--- config.mk ---
export PLATFORM = sky130hd
export DESIGN_NAME = fp_round_arbiter
export DESIGN_NICKNAME = d
export VERILOG_FILES = /design/src/rtl/fp_pkg.sv /design/src/rtl/fp_round_arbiter_rounding.sv /design/src/rtl/fp_round_arbiter.sv
export SDC_FILE = /design/constraint.sdc
export NUM_CORES = 1
export LEC_CHECK = 0
export ABC_AREA = 1
export ABC_CLOCK_PERIOD_IN_PS = 2770
export CORE_MARGIN = 1
export CORE_UTILIZATION = 51
export DETAILED_ROUTE_END_ITERATION = 6
export PLACE_DENSITY = 0.81
export SLEW_MARGIN = 30
export SYNTH_ARGS = -nofsm -noshare
export SYNTH_HDL_FRONTEND = slang
export SYNTH_HIERARCHICAL = 1
export SYNTH_SLANG_ARGS = --single-unit
--- constraint.sdc ---
create_clock -name clk -period 2.77 [get_ports clk]
set_input_delay 0.554 -clock clk [delete_from_list [all_inputs] [get_ports clk]]
set_output_delay 0.554 -clock clk [all_outputs]
set_load 0.01 [all_outputs]
--- src/rtl/fp_pkg.sv ---
// Shared IEEE-754 single-precision field widths and the operand/result
// containers used by the shared rounding stage.
package fp_pkg;

    localparam int SIG_BITS = 23;
    localparam int EXP_BITS = 8;
    localparam int MANT_W   = SIG_BITS + 4;
    localparam logic [EXP_BITS-1:0] EXP_MAX = EXP_BITS'(2**EXP_BITS - 1);

    localparam logic SRC_ADD = 1'b0;
    localparam logic SRC_MUL = 1'b1;

    typedef struct packed {
        logic                sign;
        logic [EXP_BITS-1:0] exp;
        logic [SIG_BITS-1:0] frac;
    } fp_word_t;

    // sig is {hidden, fraction, G, R, S}
    typedef struct packed {
        logic                sign;
        logic [EXP_BITS-1:0] exp;
        logic [MANT_W-1:0]   sig;
    } rnd_req_t;

endpackage

--- src/rtl/fp_round_arbiter_rounding.sv ---
// Combinational round-to-nearest-even on {hidden, fraction, G, R, S}.
// On carry-out the rounded significand is already shifted right by one.
module rounding
    import fp_pkg::*;
(
    input  logic [MANT_W-1:0] i_sig,
    output logic [MANT_W-1:0] o_sig_r,
    output logic              o_co
);

    logic [SIG_BITS:0]   w_keep;
    logic                w_tie_even;
    logic                w_inc;
    logic [SIG_BITS+1:0] w_sum;

    assign w_keep     = i_sig[MANT_W-1:3];
    // Exact halfway with an even kept lsb stays put; otherwise G decides.
    assign w_tie_even = i_sig[2] && !i_sig[1] && !i_sig[0] && !i_sig[3];
    assign w_inc      = i_sig[2] && !w_tie_even;
    assign w_sum      = {1'b0, w_keep} + {{(SIG_BITS+1){1'b0}}, w_inc};
    assign o_co       = w_sum[SIG_BITS+1];
    assign o_sig_r    = o_co ? {w_sum[SIG_BITS+1:1], 3'b000}
                             : {w_sum[SIG_BITS:0], 3'b000};

endmodule

--- src/rtl/fp_round_arbiter.sv ---
// Round-robin shares one RNE rounding unit between the adder and multiplier
// normalize stages; two-stage pipeline with full valid/ready backpressure.
module fp_round_arbiter
    import fp_pkg::*;
(
    input  logic                         clk,
    input  logic                         rst,
    input  logic [1:0]                   in_valid,
    output logic [1:0]                   in_ready,
    input  logic [1:0]                   in_sign,
    input  logic [2*EXP_BITS-1:0]        in_exp,
    input  logic [2*MANT_W-1:0]          in_sig,
    output logic                         out_valid,
    input  logic                         out_ready,
    output logic [EXP_BITS+SIG_BITS:0]   out_result,
    output logic                         out_src,
    output logic                         out_inexact,
    output logic                         out_overflow
);

    // Handshake: a transfer happens on a rising edge where valid && ready.
    // Producers hold valid and data until ready; valid never waits on ready.

    logic      r_rr_ptr;
    logic      r_s1_valid;
    logic      r_s1_src;
    rnd_req_t  r_s1_req;
    logic      r_s2_valid;
    logic      r_s2_src;
    logic      r_s2_inexact;
    logic      r_s2_overflow;
    fp_word_t  r_s2_word;

    logic              w_s1_adv;
    logic              w_s1_free;
    logic [1:0]        w_grant;
    logic              w_accept;
    logic              w_sel;
    rnd_req_t          w_in_req;
    logic [MANT_W-1:0] w_sig_r;
    logic              w_co;
    logic [EXP_BITS-1:0] w_exp_adj;
    fp_word_t          w_word;
    logic              w_inexact;
    logic              w_overflow;

    assign w_s1_adv  = r_s1_valid && (!r_s2_valid || out_ready);
    assign w_s1_free = !r_s1_valid || w_s1_adv;

    always_comb begin
        w_grant = in_valid;
        if (&in_valid) begin
            w_grant = r_rr_ptr ? 2'b10 : 2'b01;
        end
        in_ready = (w_s1_free && !rst) ? w_grant : 2'b00;
    end

    assign w_accept = |in_ready;
    assign w_sel    = in_ready[1];

    always_comb begin
        w_in_req.sign = in_sign[w_sel];
        w_in_req.exp  = w_sel ? in_exp[EXP_BITS +: EXP_BITS] : in_exp[0 +: EXP_BITS];
        w_in_req.sig  = w_sel ? in_sig[MANT_W +: MANT_W]     : in_sig[0 +: MANT_W];
    end

    rounding u_rounding (
        .i_sig   (r_s1_req.sig),
        .o_sig_r (w_sig_r),
        .o_co    (w_co)
    );

    always_comb begin
        w_exp_adj = r_s1_req.exp;
        if (w_co) begin
            w_exp_adj = r_s1_req.exp + EXP_BITS'(1);
        end else if (r_s1_req.exp == '0 && w_sig_r[MANT_W-1]) begin
            w_exp_adj = EXP_BITS'(1);
        end

        w_word.sign = r_s1_req.sign;
        w_word.exp  = w_exp_adj;
        w_word.frac = w_sig_r[MANT_W-2:3];
        w_inexact   = |r_s1_req.sig[2:0];
        w_overflow  = 1'b0;
        // Inf/NaN operands bypass rounding entirely.
        if (r_s1_req.exp == EXP_MAX) begin
            w_word.exp  = EXP_MAX;
            w_word.frac = r_s1_req.sig[MANT_W-2:3];
            w_inexact   = 1'b0;
        end else if (w_exp_adj == EXP_MAX) begin
            w_word.frac = '0;
            w_overflow  = 1'b1;
        end
    end

    always_ff @(posedge clk) begin
        if (rst) begin
            r_rr_ptr      <= 1'b0;
            r_s1_valid    <= 1'b0;
            r_s1_src      <= 1'b0;
            r_s1_req      <= '0;
            r_s2_valid    <= 1'b0;
            r_s2_src      <= 1'b0;
            r_s2_inexact  <= 1'b0;
            r_s2_overflow <= 1'b0;
            r_s2_word     <= '0;
        end else begin
            if (w_accept) begin
                r_s1_req <= w_in_req;
                r_s1_src <= w_sel;
                r_rr_ptr <= !w_sel;
            end
            if (w_s1_free) begin
                r_s1_valid <= w_accept;
            end
            // Pop and advance in one cycle overwrite stage 2 without a bubble.
            if (w_s1_adv) begin
                r_s2_valid    <= 1'b1;
                r_s2_src      <= r_s1_src;
                r_s2_word     <= w_word;
                r_s2_inexact  <= w_inexact;
                r_s2_overflow <= w_overflow;
            end else if (out_ready) begin
                r_s2_valid <= 1'b0;
            end
        end
    end

    assign out_valid    = r_s2_valid && !rst;
    assign out_result   = rst ? '0   : r_s2_word;
    assign out_src      = rst ? 1'b0 : r_s2_src;
    assign out_inexact  = rst ? 1'b0 : r_s2_inexact;
    assign out_overflow = rst ? 1'b0 : r_s2_overflow;

endmodule

==> flow_summary.toml, run 1 <==
[timing]
final_hold_viol_count = 0
finalCriticalPeriod_ns = 2.68
setup_viol = 0
grt_setup_unrepaired = "yes"
fmaxAchievable_ghz = 0.374
post-route-period-util = 0.966
skew_ns = 0.0153
drv_slew = 0
tns_ns = 0
tightest_slew_ns = 0.767
slew_headroom = 0.488

[final_layout]
fin_cells = 1063
drive_gt1_frac = 0.147
area_delta_synth_final_pct = 33.8
fin_util = 0.713
fin_nets = 1009
nFillCells = 814
diodes = 0
final-seq-area_mm2 = 0.00151
multi_input_area_mm2 = 0.00286

[global_route]
overflow = 0
grt_max_degree = 53
antenna_found_initial = 0
grt.total_usage = 0.270
grt_pass1_vias = 4694
grt_pass1_wl_um = 21900

[placed_design]
port_buffers = 114
gp_congestion = 0.944
place_hpwl_um = 10000
placed_cells = 1037

[setup_path]
crit_fanout = 6
cp_data_required_time_ns = 3.01
start_kind = "register"
crit_start = "r_s1_req[2]"
cp_data_arrival_time_ns = 2.91
critPathKind = "reg -> reg"
crit_path_end_kind = "register"
r2r_start = "r_s1_req[2]"

[floorplan]
initial_core_util = 0.533
ioPinCount = 115
dieArea_mm2 = 0.0101
die_height_um = 101
rows = 35
die_w_um = 101
core_area_mm2 = 0.00933

[synth]
ys_warn_count = 6
syn-num-nets = 888
postSynthCellCount = 808
syn_area_per_cell_um2 = 6.15
syn-cell-area_mm2 = 0.00497

[clocking]
cts_tree = "yes"
htree_levels = 3
cts_made_buffers = 9
path_clk_slew_ns = 0.09
root_buffer = "clkbuf_8"
clock_path_buffers = 2
cts_sinks = 75
hold_buffers = 0
clk_latency_ns = 0.35

[detailed_routing]
wl_um = 13800
viasPerCell = 4.99
ant_nets = 0
initialDrtViolationCount = 268
wire_per_inst_um = 13.0
drc = 0
first_pass_iters = 5
vias = 5300

[pwr]
clockPowerShare = 0.341
p_int_uw = 1950
power_density_mw_per_mm2 = 412
comb_power_share = 0.209
total_power_uw = 2740
switching_share = 0.290
p_switching_uw = 795
p_leak_uw = 0.00280
power_frac_seq = 0.450
ir_drop_uv = 254

[job]
cap_violations = 0

[hold_path]
min-delay-start = "r_s2_word[31]"
hold_path_class = "reg -> reg"

[status]
status = "completed"
## sequential cells by signal, summed over array words and instances, names as in the netlist
register       flops
r_s1_src           1
r_s1_req          36
r_s2_src           1
r_rr_ptr           1
r_s1_valid         1
r_s2_word         32
r_s2_valid         1
r_s2_inexact       1
r_s2_overflow      1
## stage by stage
stage | setup WS [ns] | cell area (µm²) | hold WS [ns]
4_1_cts | 0.0541 | 6450 | 0.463
2_1_floorplan | 0.348 | 4970 | 0.430
3_5_place_dp | 0.0413 | 6230 | 0.449
5_1_grt | -0.0369 | 6650 | 0.480
3_3_place_gp | 0.128 | 6230 | 0.443
6_report | 0.0949 | 6650 | 0.456
## what timing repair did
action / in CTS / in global routing
hold endpoints to repair: 0 / 0
setup buffers: 0 / 7
setup endpoints to repair: 0 / 24
gates resized for setup: 0 / 28
## worst paths after layout
check             endpoint  slack (ns)  depth (start not counted)
max          r_s2_word[13]        0.09                         19
min          r_s2_word[31]        0.46                          2
max reg2reg  r_s2_word[13]        0.09                         19
min reg2reg  r_s2_word[31]        0.46                          2
## power groups by stage
| stage | Sequential [µW] | Clock (µW) | Combinational (µW) |
|---|---|---|---|
| after detailed placement | 1250 | 0 | 564 |
| after global placement | 1250 | 0 | 555 |
| after CTS | 1230 | 947 | 568 |
| after global routing | 1240 | 985 | 640 |
| final | 1230 | 935 | 574 |
| after floorplan | 1230 | 0 | 330 |
## critical path, cell delays in order (launching register included)
cell and delay [ns]:
dfxtp_4 0.38, nand2_4 0.07, inv_4 0.07, ha_4 0.13, nand2_4 0.06, nor2_4 0.14
nand2_2 0.10, nor2_4 0.14, nand2_2 0.08, nor2_4 0.12, buf_6 0.13, nand2_4 0.06
nor2_4 0.15, nand3_2 0.10, nand2_2 0.07, nand3_2 0.07, nor2_4 0.34, nand2_4 0.18
nand2_2 0.11, a21oi_2 0.05
## routing by layer
layer  up-vias  GRT usage  part of all wire
met5         -          0                 0
met4         0     0.0747             0.015
met3        21     0.0277             0.054
met2       184      0.433              0.45
met1      2370      0.386              0.48
li1       2725          -                 -
## layout by cell type (no fill, tap or decap), drive strengths merged, types with 2 or more instances in the layout
cell and instances:
a21oi 34, a31oi 33, buf 30, bufinv 2, clkbuf 10, clkdlybuf4s50 113
clkinv 3, dfxtp 75, ha 3, inv 139, nand2 283, nand3 27
nand3b 4, nand4 2, nor2 108, nor3 2, o211ai 4, o21ai 42
o221ai 2, xnor2 4, xor2 6
## area by class of cell
class,count,area share
multi-input combinational,561,0.429
sequential,75,0.227
timing repair buffer,143,0.208
inverter,139,0.0788
tap,129,0.0243
clock buffer,10,0.0192
clock inverter,6,0.0135
(Power assumes the default switching activity.)
==> run 2, diff against run 1 <==
--- a/config.mk
+++ b/config.mk
@@ -8,9 +8,9 @@
 export ABC_AREA = 1
 export ABC_CLOCK_PERIOD_IN_PS = 2770
 export CORE_MARGIN = 1
-export CORE_UTILIZATION = 51
+export CORE_UTILIZATION = 50
 export DETAILED_ROUTE_END_ITERATION = 6
-export PLACE_DENSITY = 0.81
+export PLACE_DENSITY = 0.8
 export SLEW_MARGIN = 30
 export SYNTH_ARGS = -nofsm -noshare
 export SYNTH_HDL_FRONTEND = slang
==> run 2 against run 1 <==
  * Core utilization is 2.6 points lower
  * Register-to-register slack hardly changed
  * Cell count is 0.56% higher
  * Combinational power is 1% higher
  * Sequential share of layout area is 0.071 points lower
==> flow_summary.toml, run 2 (synthesis gave the netlist of run 1 again) <==
[timing]
hold_slack_ns = 0.467
slew_headroom = 0.494
finalCriticalPeriod_ns = 2.68
final_hold_viol_count = 0
drv_slew = 0
fmaxAchievable_ghz = 0.373
tns_ns = 0
setup_viol = 0
tightest_slew_ns = 0.758
post-route-period-util = 0.969
skew_ns = 0.0117

[final_layout]
final_common_cell = "nand2_1"
fin_cells = 1069
fin_util = 0.687
fin_nets = 1011
drive_gt1_frac = 0.146
largest-register = "r_s1_req"
nFillCells = 840
diodes = 0
final_cell_mix = "246 x nand2_1, 134 x inv_1, 113 x clkdlybuf4s50_1"
largest_reg_flops = 36
top_regs = "r_s1_req: 36 flops, r_s2_word: 32 flops"
area_delta_synth_final_pct = 33.8

[global_route]
grt.total_usage = 0.257
overflow = 0
antenna_found_initial = 0
grt_max_degree = 53
grt_pass1_wl_um = 21000
grt_pass1_vias = 4477

[floorplan]
rows = 36
die_w_um = 102
ioPinCount = 115
initial_core_util = 0.513
core_area_mm2 = 0.00968
dieArea_mm2 = 0.0103
die_height_um = 102

[hold_path]
hold_path_class = "reg -> reg"
min-delay-start = "r_s2_src"

[placed_design]
placed_cells = 1045
gp_congestion = 0.988
port_buffers = 114
place_hpwl_um = 9550

[detailed_routing]
wire_per_inst_um = 12.3
first_pass_iters = 5
drc = 0
ant_nets = 0
viasPerCell = 4.93
wl_um = 13200
initialDrtViolationCount = 311
vias = 5265

[pwr]
p_leak_uw = 0.00279
power_density_mw_per_mm2 = 425
ir_drop_uv = 266
total_power_uw = 2830

[clocking]
hold_buffers = 0
cts_made_buffers = 9
path_clk_slew_ns = 0.08
clk_latency_ns = 0.35
cts_sinks = 75
root_buffer = "clkbuf_8"
clock_path_buffers = 2
cts_tree = "yes"
htree_levels = 3

[status]
status = "completed"

[setup_path]
crit_path_end_kind = "register"
r2r_start = "r_s1_req[2]"
cp_common_cell = "nand2_2"
start_kind = "register"
critPathSlowestCell = "dfxtp_4"
path_cells = "nand2_4 > inv_2 > ha_2 > nand2_2 > nor2_4 > nand2_2 > nor2_4 > nand2_2 > nor2_4 > nand2_4 > nor2_4 > nand3_2 > nand2_2 > nand2_2 > nor2_4 > nand2_4 > nand2_2 > a21oi_2"
crit_fanout = 7
r2r_end = "r_s2_word[12]"
ff2ff_setup_slack_ns = 0.09
cp_data_required_time_ns = 3.01
crit_start = "r_s1_req[2]"
crit_end = "r_s2_word[12]"
critPathMaxStageDelay_ns = 0.38
r2r_cells = 18
critPathKind = "reg -> reg"
cp_data_arrival_time_ns = 2.92

[job]
cap_violations = 0
[run 2: timing repair]
action | in CTS | in global routing
endpoints found under the setup margin | 2 | 24
resized for setup | 1 | 20
cloned | 0 | 2
setup buffers | 0 | 6
pin swaps | 0 | 11
[run 2: metrics by stage]
step	cell area, µm²	setup WS (ns)
6_report	6650	0.0863
3_3_place_gp	6250	0.120
2_1_floorplan	4970	0.348
5_1_grt	6650	-0.0622
4_1_cts	6500	0.0700
3_5_place_dp	6250	0.00444
[run 2: routing by layer]
layer  global-route usage  routed length, µm
met1                0.368               6240
met2                0.396               5800
met3               0.0442                868
met4               0.0702                252
met5                    0                  0
[run 2: worst max-delay path, delay by kind of cell (launching register included)]
family / cells / cell delay [ns]
compound gates: 1 / 0.05
fa+ha+maj: 1 / 0.17
buf+inv: 1 / 0.06
flops: 1 / 0.38
simple gates: 15 / 1.92
[run 2: where the power goes]
group          internal [µW]  leakage [µW]  switching (µW)  total, µW
Combinational            281       0.00206             299        580
Sequential              1160      0.000616            66.0       1220
Clock                    600      0.000113             423       1020
Total                   2040       0.00279             788       2830
[run 2: worst min-delay path by stage]
| stage | endpoint | slack [ns] | cells after the start |
|---|---|---|---|
| 6_report | r_s2_src | 0.47 | 2 |
| 5_1_grt | r_s1_src | 0.49 | 2 |
| 4_1_cts | r_s2_src | 0.47 | 2 |
| 3_5_place_dp | r_s1_src | 0.45 | 2 |
| 3_3_place_gp | r_s2_src | 0.44 | 2 |
| 2_1_floorplan | r_s2_src | 0.43 | 2 |
[run 2: cell type report]
type	instances	area [µm²]	share of cell area
Multi-Input combinational cell	560	2830	0.425
Clock buffer	10	128	0.0192
Clock inverter	6	114	0.0171
Sequential cell	75	1510	0.226
Timing Repair Buffer	146	1390	0.209
Inverter	139	522	0.0784
Tap cell	133	166	0.0250
